--- config.mk ---
export PLATFORM = sky130hd
export DESIGN_NAME = t03_dpu_write_sched
export DESIGN_NICKNAME = d
export VERILOG_FILES = /design/src/rtl/t03_dpu_write_sched.sv
export SDC_FILE = /design/constraint.sdc
export NUM_CORES = 1
export LEC_CHECK = 0
export CORE_MARGIN = 2
export CORE_UTILIZATION = 30
export DETAILED_ROUTE_END_ITERATION = 7
export GPL_ROUTABILITY_DRIVEN = 1
export SETUP_SLACK_MARGIN = 0.15
export SKIP_CTS_REPAIR_TIMING = 1
export SYNTH_ARGS = -nofsm -noshare
export SYNTH_HDL_FRONTEND = slang
export SYNTH_SLANG_ARGS = --single-unit
--- constraint.sdc ---
create_clock -name clk -period 2.2 [get_ports clk]
set_input_delay 0.44 -clock clk [delete_from_list [all_inputs] [get_ports clk]]
set_output_delay 0.44 -clock clk [all_outputs]
set_load 0.05 [all_outputs]
--- src/rtl/t03_dpu_write_sched.sv ---
// ---------------------------------------------------------------------------
// t03_dpu_write_sched
//
// Frame-synchronous write scheduler. It sits between the CPU MMIO store path
// and the display-side game-state register block. CPU stores to the status
// word and the position word are captured in two coalescing shadow slots.
// Pending slots are replayed onto the register block bus only at the rising
// edge of vblank, so sprite state never changes mid-frame.
//
// Ports:
//   clk, nrst      system clock, asynchronous active-low reset
//   cpu_wr_valid   CPU store request
//   cpu_wr_addr    CPU store address (32)
//   cpu_wr_data    CPU store data (32)
//   cpu_wr_ready   high when a store can be accepted (IDLE only)
//   vblank         vertical-blank level, synchronous to clk
//   dpu_addr       register block address bus (IDLE_ADDR when not replaying)
//   dpu_data       register block data bus (0 when not replaying)
//   commit_done    one-cycle pulse after a replay completes
//   ovw_cnt        saturating count of coalesced overwrites
//
// Optional feature macro: T03_DPU_SCHED_OVW_CNT_EN
//   defined   -> ovw_cnt counts stores that land on an already-pending slot
//   undefined -> counter logic is absent and ovw_cnt is tied to 8'h00
// ---------------------------------------------------------------------------
module t03_dpu_write_sched #(
  parameter logic [31:0] STAT_ADDR = 32'hFF00_0004,
  parameter logic [31:0] POS_ADDR  = 32'hFF00_0008,
  parameter logic [31:0] IDLE_ADDR = 32'h0000_0000
) (
  input  logic        clk,
  input  logic        nrst,
  input  logic        cpu_wr_valid,
  input  logic [31:0] cpu_wr_addr,
  input  logic [31:0] cpu_wr_data,
  output logic        cpu_wr_ready,
  input  logic        vblank,
  output logic [31:0] dpu_addr,
  output logic [31:0] dpu_data,
  output logic        commit_done,
  output logic [7:0]  ovw_cnt
);

  typedef enum logic [1:0] {
    IDLE       = 2'd0,
    ISSUE_STAT = 2'd1,
    ISSUE_POS  = 2'd2,
    DONE       = 2'd3
  } state_t;

  state_t      state_q, state_d;
  logic        stat_pend_q, stat_pend_d;
  logic        pos_pend_q, pos_pend_d;
  logic [31:0] stat_sh_q, stat_sh_d;
  logic [31:0] pos_sh_q, pos_sh_d;
  logic        vblank_q;
  logic [31:0] dpu_addr_q, dpu_addr_d;
  logic [31:0] dpu_data_q, dpu_data_d;
  logic        commit_done_q, commit_done_d;

  logic wr_acc, wr_stat, wr_pos, vb_rise;

  // Stores are only taken while idle; the CPU stalls during a replay.
  assign cpu_wr_ready = (state_q == IDLE);
  assign wr_acc       = cpu_wr_valid && cpu_wr_ready;
  assign wr_stat      = wr_acc && (cpu_wr_addr == STAT_ADDR);
  assign wr_pos       = wr_acc && (cpu_wr_addr == POS_ADDR);
  assign vb_rise      = vblank && !vblank_q;

  always_comb begin
    // NOTE: every signal assigned here gets a default first, so no path can
    // leave it unassigned and infer a latch.
    state_d       = state_q;
    stat_pend_d   = stat_pend_q;
    pos_pend_d    = pos_pend_q;
    stat_sh_d     = stat_sh_q;
    pos_sh_d      = pos_sh_q;
    dpu_addr_d    = IDLE_ADDR;
    dpu_data_d    = 32'h0;
    commit_done_d = 1'b0;

    // Capture / coalesce: a newer store simply overwrites the shadow.
    if (wr_stat) begin
      stat_sh_d   = cpu_wr_data;
      stat_pend_d = 1'b1;
    end
    if (wr_pos) begin
      pos_sh_d   = cpu_wr_data;
      pos_pend_d = 1'b1;
    end

    // Bus outputs are registered, so each state sets up the values that the
    // next state presents. The IDLE decision uses the *_d slot values so a
    // store accepted alongside vb_rise joins this replay.
    unique case (state_q)
      IDLE: begin
        if (vb_rise && stat_pend_d) begin
          state_d     = ISSUE_STAT;
          dpu_addr_d  = STAT_ADDR;
          dpu_data_d  = stat_sh_d;
          stat_pend_d = 1'b0;
        end else if (vb_rise && pos_pend_d) begin
          state_d    = ISSUE_POS;
          dpu_addr_d = POS_ADDR;
          dpu_data_d = pos_sh_d;
          pos_pend_d = 1'b0;
        end
      end
      ISSUE_STAT: begin
        if (pos_pend_q) begin
          state_d    = ISSUE_POS;
          dpu_addr_d = POS_ADDR;
          dpu_data_d = pos_sh_q;
          pos_pend_d = 1'b0;
        end else begin
          state_d       = DONE;
          commit_done_d = 1'b1;
        end
      end
      ISSUE_POS: begin
        state_d       = DONE;
        commit_done_d = 1'b1;
      end
      DONE: begin
        state_d = IDLE;
      end
      default: begin
        state_d = IDLE;
      end
    endcase
  end

  always_ff @(posedge clk or negedge nrst) begin
    if (!nrst) begin
      // NOTE: the shadow slots are plain registers (not a memory array), so
      // they are reset along with everything else.
      state_q       <= IDLE;
      stat_pend_q   <= 1'b0;
      pos_pend_q    <= 1'b0;
      stat_sh_q     <= 32'h0;
      pos_sh_q      <= 32'h0;
      // Starting high hides a vblank that is already asserted out of reset.
      vblank_q      <= 1'b1;
      dpu_addr_q    <= IDLE_ADDR;
      dpu_data_q    <= 32'h0;
      commit_done_q <= 1'b0;
    end else begin
      // NOTE: non-blocking assignments so every flop samples pre-edge values.
      state_q       <= state_d;
      stat_pend_q   <= stat_pend_d;
      pos_pend_q    <= pos_pend_d;
      stat_sh_q     <= stat_sh_d;
      pos_sh_q      <= pos_sh_d;
      vblank_q      <= vblank;
      dpu_addr_q    <= dpu_addr_d;
      dpu_data_q    <= dpu_data_d;
      commit_done_q <= commit_done_d;
    end
  end

  assign dpu_addr    = dpu_addr_q;
  assign dpu_data    = dpu_data_q;
  assign commit_done = commit_done_q;

`ifdef T03_DPU_SCHED_OVW_CNT_EN
  logic [7:0] ovw_cnt_q, ovw_cnt_d;

  // A store hitting a slot that still holds an unreplayed value means an
  // intermediate frame update was dropped.
  always_comb begin
    ovw_cnt_d = ovw_cnt_q;
    if (((wr_stat && stat_pend_q) || (wr_pos && pos_pend_q)) &&
        (ovw_cnt_q != 8'hFF)) begin
      ovw_cnt_d = ovw_cnt_q + 8'd1;
    end
  end

  always_ff @(posedge clk or negedge nrst) begin
    if (!nrst) begin
      ovw_cnt_q <= 8'h00;
    end else begin
      ovw_cnt_q <= ovw_cnt_d;
    end
  end

  assign ovw_cnt = ovw_cnt_q;
`else
  assign ovw_cnt = 8'h00;
`endif

endmodule

==> impl_metrics.env, run 1 <==
export IMPL_fin_total_pwr_mw=4.51
export IMPL_buffer_ports_inserted=111
export IMPL_area_delta_synth_final_pct=37.8
export IMPL_cts_sink_count=105
export IMPL_start_util=0.305
export IMPL_htree_num_levels=3
export IMPL_crit_reg2reg_capture="dpu_data[19]"
export IMPL_initial_drc_count=151
export IMPL_reg2reg_setup_slack_ps=-190
export IMPL_post_synth_top_area_cell="sky130_fd_sc_hd__dfrtp_1"
export IMPL_postSynthRegisterBits=105
export IMPL_synth_seq_area_share=0.503
export IMPL_grt_first_pass_wirelength_um=19200
export IMPL_min_period_ps=2390
export IMPL_worst_setup_path_start_kind="flop"
export IMPL_die_width_um=136
export IMPL_fmax_mhz=418
export IMPL_critPathMaxFanout=6
export IMPL_critical_path_reg2reg_startpoint="state_q[0]"
export IMPL_power_static_leakage_nw=3.45
export IMPL_post_route_worst_setup_slack_ps=-195
export IMPL_hpwlAfterDp_um=8090
export IMPL_synthArstFlopShare=1.00
export IMPL_report_final_setup_viol=65
export IMPL_via_count=3597
export IMPL_critPathKind="reg -> reg"
export IMPL_grt_setup_unrepaired="yes"
export IMPL_wirelength_um=12900
export IMPL_die_area_mm2=0.0185
export IMPL_clockRootBuffer="sky130_fd_sc_hd__clkbuf_16"
export IMPL_finalInstanceArea_mm2=0.00721
export IMPL_fin_cells=767
export IMPL_synth_most_common_cell="sky130_fd_sc_hd__dfrtp_1"
export IMPL_via_count_of_the_first_global_routing_pass=3604
export IMPL_status="finished, violations left"
export IMPL_clock_skew_ps=7.56
export IMPL_min_path_type="in -> async"
export IMPL_timing_hold_violations_final=0
export IMPL_max_cap_violations=0
export IMPL_synth_top_cells_by_count="sky130_fd_sc_hd__dfrtp_1, sky130_fd_sc_hd__nand2_1, sky130_fd_sc_hd__buf_4, sky130_fd_sc_hd__mux2_2, sky130_fd_sc_hd__mux2i_1"
export IMPL_synth_flop_cell="sky130_fd_sc_hd__dfrtp_1"
export IMPL_detail_route_vias_per_cell=4.69
export IMPL_synthesis_yosys_warnings=0
export IMPL_design_core_area_mm2=0.0172
export IMPL_drc_errors=0
export IMPL_synth_top_cells_by_area="sky130_fd_sc_hd__dfrtp_1, sky130_fd_sc_hd__mux2_2, sky130_fd_sc_hd__mux2_4, sky130_fd_sc_hd__mux2i_1, sky130_fd_sc_hd__a221o_2"
export IMPL_fin_nets=608
export IMPL_detailed_place_area_mm2=0.00659
export IMPL_drt_pass1_iterations=4
export IMPL_synth_cells=415
export IMPL_grt_overflow_total=0
export IMPL_worstPathArrival_ps=2640
export IMPL_worst_slew_pin_transition_ps=816
export IMPL_hold_worst_slack_ps=16.0
export IMPL_synthDominantCellAreaShare=0.497
export IMPL_placementRows=48
export IMPL_power_per_cell_area_mw_per_mm2=625
export IMPL_worst_endpoint_required_ps=2450
export IMPL_grt_antenna_before_repair=2
export IMPL_place_gp_congestion=0.780
export IMPL_postSynthAreaPerCell_um2=12.6
export IMPL_timing_reg2reg_worst_path_depth=9
export IMPL_clk_slew_on_worst_s_h_paths_ps=80
export IMPL_die_h_um=136
export IMPL_slew_viol_final=0
export IMPL_post_route_util=0.420
export IMPL_fraction_of_final_layout_cells_sized_beyond_drive_strength_1=0.299
export IMPL_dp_cells=740
export IMPL_num_io_pins=142
export IMPL_clock_latency_on_the_worst_skew_pair_ps=360
export IMPL_violated_checks="setup timing"
export IMPL_detail_route_antenna_nets=0
export IMPL_finalCritPeriodShare=1.09
export IMPL_syn_cell_area_mm2=0.00523
export IMPL_synthDistinctLibCells=43
export IMPL_cts_tree="done"
export IMPL_clock_path_buffers=2
export IMPL_avgRoutedWirePerCell_um=16.8
export IMPL_cts_buffers_inserted=9
export IMPL_cp_end_kind="flop"
export IMPL_grt_start_max_net_pins=39
export IMPL_synth_edf_count=0
export IMPL_maximum_vdd_ir_drop_mv=0.370
export IMPL_grt_total_usage=0.136
export IMPL_timing_slew_headroom=0.456
## layout by cell type (no fill, tap or decap), drive strengths merged, types with 2 or more instances in the layout
master	instances
a211oi	2
a21oi	4
a221o	32
a31oi	2
and2	3
buf	34
clkbuf	11
clkdlybuf4s50	93
clkinv	3
clkinvlp	2
conb	30
dfrtp	104
dlymetal6s2s	16
ha	4
inv	6
mux2	64
mux2i	32
nand2	67
nand4	2
nor2	3
nor2b	3
nor4	4
o21ai	3
## routing by layer
layer	wire length (µm)	global-route usage
met1	5650	0.168
met2	6340	0.229
met3	742	0.0403
met4	163	0.0399
met5	7	0
## flip-flops by register name, summed over array words and instances, names as in the netlist
| register | cells |
|---|---|
| commit_done | 1 |
| dpu_addr | 3 |
| dpu_data | 32 |
| pos_pend_q | 1 |
| pos_sh_q | 32 |
| stat_pend_q | 1 |
| stat_sh_q | 32 |
| state_q | 2 |
| vblank_q | 1 |
## metrics by stage
step / setup TNS, ps / setup slack [ps]
after floorplan: -14630 / -273
after global placement: -57080 / -728
after detailed placement: -61440 / -769
after CTS: -22770 / -395
after global routing: -12230 / -265
final: -6820 / -195
## where the power goes
group	internal, mW	switching [mW]	leakage [nW]	total, mW
clock network	0.790	0.796	0.137	1.59
logic	0.373	0.558	1.86	0.930
registers	1.97	0.0263	1.46	1.99
## area by class of cell
| type | instances | area (µm²) |
|---|---|---|
| fillers | 1641 | 9970 |
| flip-flops and latches | 105 | 2630 |
| multi-input cells | 271 | 2400 |
| clock buffers | 9 | 225 |
| inverters | 4 | 15.0 |
| repair buffers | 145 | 1590 |
| well taps | 225 | 282 |
| clock inverters | 7 | 65.1 |
| diodes | 1 | 2.50 |
## cells by family (layout without fill, tap and decap cells)
kind of cell               after synthesis  after routing  share of synthesized area
xor gates and xnor gates                 1              1                    0.00167
muxes                                   96             96                      0.218
and+or+nand+nor                         91             91                     0.0854
AOI/OAI and AO/OA                       49             49                     0.0938
DFF                                    105            105                      0.503
other                                    1             31                   0.000717
adders and majority gates                4              4                    0.00957
buffers and inverters                   68            165                     0.0887
## how the worst max path moves through the flow
stage | from | to | slack [ps] | cells after the start
after detailed placement | cpu_wr_addr[16] | dpu_data[7] | -770 | 7
after global routing | state_q[0] | dpu_data[19] | -270 | 9
after global placement | cpu_wr_addr[16] | dpu_data[15] | -730 | 7
after floorplan | cpu_wr_addr[16] | dpu_data[16] | -270 | 6
after CTS | cpu_wr_addr[16] | dpu_data[10] | -390 | 7
final | state_q[0] | dpu_data[19] | -190 | 9
## worst max-delay path: stages, from the launching register on
cell and delay [ps]:
sky130_fd_sc_hd__dfrtp_1 400, sky130_fd_sc_hd__inv_2 90, sky130_fd_sc_hd__ha_4 150, sky130_fd_sc_hd__nand4_1 120
sky130_fd_sc_hd__nor4_4 390, sky130_fd_sc_hd__nand4b_4 140, sky130_fd_sc_hd__buf_12 170, sky130_fd_sc_hd__clkbuf_16 170
sky130_fd_sc_hd__mux2_4 310, sky130_fd_sc_hd__a221o_2 330
No activity file was read; power rests on OpenSTA's default activity.
==> inputs of run 2 (changes only) <==
ABC_AREA = 0   (was unset)
==> results of run 2 <==
The final DEF is identical to that of run 1; final timing and power are the same.
==> inputs of run 3 (changes only) <==
CORE_ASPECT_RATIO = 1.2   (was unset)
==> run 3 against run 2 <==
The run still ends with setup timing left. Die area about the same. Hold slack improved by 47 ps. Count of clock-buffer cells in the layout grew 4. Via count up 2.6%. Setup slack worse by 42 ps. Highest routed layer is now met4. Critical endpoint is now dpu_data[5]. Final cell count decreased by 0.52%. Critical path type unchanged. Utilization rose by 1.2 points. Sequential cell count unchanged. Largest power group unchanged. Total power increased by 0.56%.
==> impl_metrics.env, run 3 (synthesized netlist as in run 1, its figures left out) <==
export IMPL_cts_buffers_inserted=9
export IMPL_layout_commonest_cell="sky130_fd_sc_hd__dfrtp_1"
export IMPL_clk_slew_on_worst_s_h_paths_ps=70
export IMPL_initial_drc_count=197
export IMPL_cts_tree="done"
export IMPL_hpwlAfterDp_um=8360
export IMPL_critPathKind="reg -> reg"
export IMPL_clock_skew_ps=9.59
export IMPL_clockRootBuffer="sky130_fd_sc_hd__clkbuf_16"
export IMPL_fmax_mhz=410
export IMPL_placementRows=52
export IMPL_detail_route_antenna_nets=0
export IMPL_grt_antenna_before_repair=0
export IMPL_clock_latency_on_the_worst_skew_pair_ps=350
export IMPL_post_route_worst_setup_slack_ps=-237
export IMPL_highest_signal_layer="met4"
export IMPL_post_route_util=0.432
export IMPL_status="finished, violations left"
export IMPL_avgRoutedWirePerCell_um=18.2
export IMPL_detail_route_vias_per_cell=4.83
export IMPL_fin_nets=615
export IMPL_met3_wirelength_um=741
export IMPL_power_per_cell_area_mw_per_mm2=619
export IMPL_design_core_area_mm2=0.0170
export IMPL_timing_slew_headroom=0.429
export IMPL_min_period_ps=2440
export IMPL_grt_start_max_net_pins=47
export IMPL_drt_pass1_iterations=4
export IMPL_buffer_ports_inserted=111
export IMPL_worst_slew_pin_transition_ps=856
export IMPL_slew_viol_final=0
export IMPL_worstPathArrival_ps=2670
export IMPL_clock_path_buffers=2
export IMPL_num_io_pins=142
export IMPL_die_area_mm2=0.0185
export IMPL_met2_length_um=7180
export IMPL_dp_cells=729
export IMPL_finalCritPeriodShare=1.11
export IMPL_area_delta_synth_final_pct=40.1
export IMPL_violated_checks="setup timing"
export IMPL_detailed_place_area_mm2=0.00656
export IMPL_multiInputGateArea_mm2=0.00236
export IMPL_cp_end_kind="flop"
export IMPL_drc_errors=0
export IMPL_worst_endpoint_required_ps=2430
export IMPL_grt_total_usage=0.135
export IMPL_critPathMaxFanout=8
export IMPL_fillerInstances=1536
export IMPL_fraction_of_final_layout_cells_sized_beyond_drive_strength_1=0.298
export IMPL_cts_sink_count=105
export IMPL_fin_cells=763
export IMPL_htree_num_levels=3
export IMPL_wirelength_um=13900
export IMPL_register_area_mm2=0.00263
export IMPL_m1WireLength_um=5730
export IMPL_die_width_um=125
export IMPL_fin_total_pwr_mw=4.54
export IMPL_die_h_um=149
export IMPL_start_util=0.308
export IMPL_maximum_vdd_ir_drop_mv=0.307
export IMPL_grt_setup_unrepaired="yes"
export IMPL_max_cap_violations=0
export IMPL_timing_hold_violations_final=0
export IMPL_grt_first_pass_wirelength_um=19800
export IMPL_worst_setup_path_start_kind="flop"
export IMPL_power_static_leakage_nw=3.55
export IMPL_grt_overflow_total=0
export IMPL_antenna_diode_count=0
export IMPL_min_path_type="in -> async"
export IMPL_via_count=3689
export IMPL_report_final_setup_viol=66
export IMPL_place_gp_congestion=0.759
export IMPL_via_count_of_the_first_global_routing_pass=3911
export IMPL_pre_cts_ws_ps=-809
export IMPL_finalInstanceArea_mm2=0.00733
export IMPL_most_common_layout_cells="sky130_fd_sc_hd__dfrtp_1, sky130_fd_sc_hd__clkdlybuf4s50_1, sky130_fd_sc_hd__nand2_1, sky130_fd_sc_hd__mux2_4, sky130_fd_sc_hd__mux2i_1"
## run 3: changes by cell type in the layout (fill, tap and decap cells not counted), sizes merged
cell	previous run	this run
clkbuf	11	21
clkinv	3	0
inv	6	4
buf	34	35
bufinv	0	1
clkinvlp	2	1
diode	1	0
## run 3: critical path: stages, from the launching register on
cell and delay [ps]:
sky130_fd_sc_hd__dfrtp_1 390, sky130_fd_sc_hd__inv_2 80, sky130_fd_sc_hd__ha_4 140, sky130_fd_sc_hd__nand4_1 120
sky130_fd_sc_hd__nor4_4 420, sky130_fd_sc_hd__buf_4 190, sky130_fd_sc_hd__and3_4 250, sky130_fd_sc_hd__a2111oi_4 70
sky130_fd_sc_hd__buf_4 150, sky130_fd_sc_hd__clkbuf_16 160, sky130_fd_sc_hd__a221o_2 350
## run 3: per-layer routing
| layer | up-vias | track usage |
|---|---|---|
| li1 | 1666 | - |
| met1 | 1875 | 0.156 |
| met2 | 128 | 0.239 |
| met3 | 20 | 0.0363 |
| met4 | 0 | 0.0494 |
| met5 | - | 0 |
## run 3: layout make-up
cell class | instances | share of cell area
Multi-Input combinational cell | 271 | 0.322
Sequential cell | 105 | 0.359
Clock inverter | 2 | 0.00512
Clock buffer | 13 | 0.0355
Tap cell | 216 | 0.0369
Inverter | 4 | 0.00205
Timing Repair Buffer | 152 | 0.240
## run 3: worst paths after layout
kind	start	end	slack (ps)	depth (start not counted)
max	state_q[0]	dpu_data[5]	-240	10
max in group asynchronous	nrst	pos_sh_q[29]	1470	2
max reg2reg	state_q[0]	dpu_data[5]	-240	10
min reg2reg	stat_sh_q[0]	stat_sh_q[0]	510	1
min	nrst	dpu_data[2]	60	1
min in group clk	stat_sh_q[0]	stat_sh_q[0]	510	1
## run 3: power by group
part | internal (mW) | leakage (nW) | total (mW) | switching [mW]
combinational | 0.355 | 1.95 | 0.904 | 0.549
sequential | 1.97 | 1.46 | 1.99 | 0.0258
clock | 0.940 | 0.142 | 1.64 | 0.698
total | 3.26 | 3.55 | 4.54 | 1.27
## run 3: metrics by stage
stage               setup TNS [ps]  hold WS (ps)
global placement            -63060           448
floorplan                   -14630           144
finish                      -10720          62.7
global route                -14910          95.5
CTS                         -24940          74.5
detailed placement          -63520           456
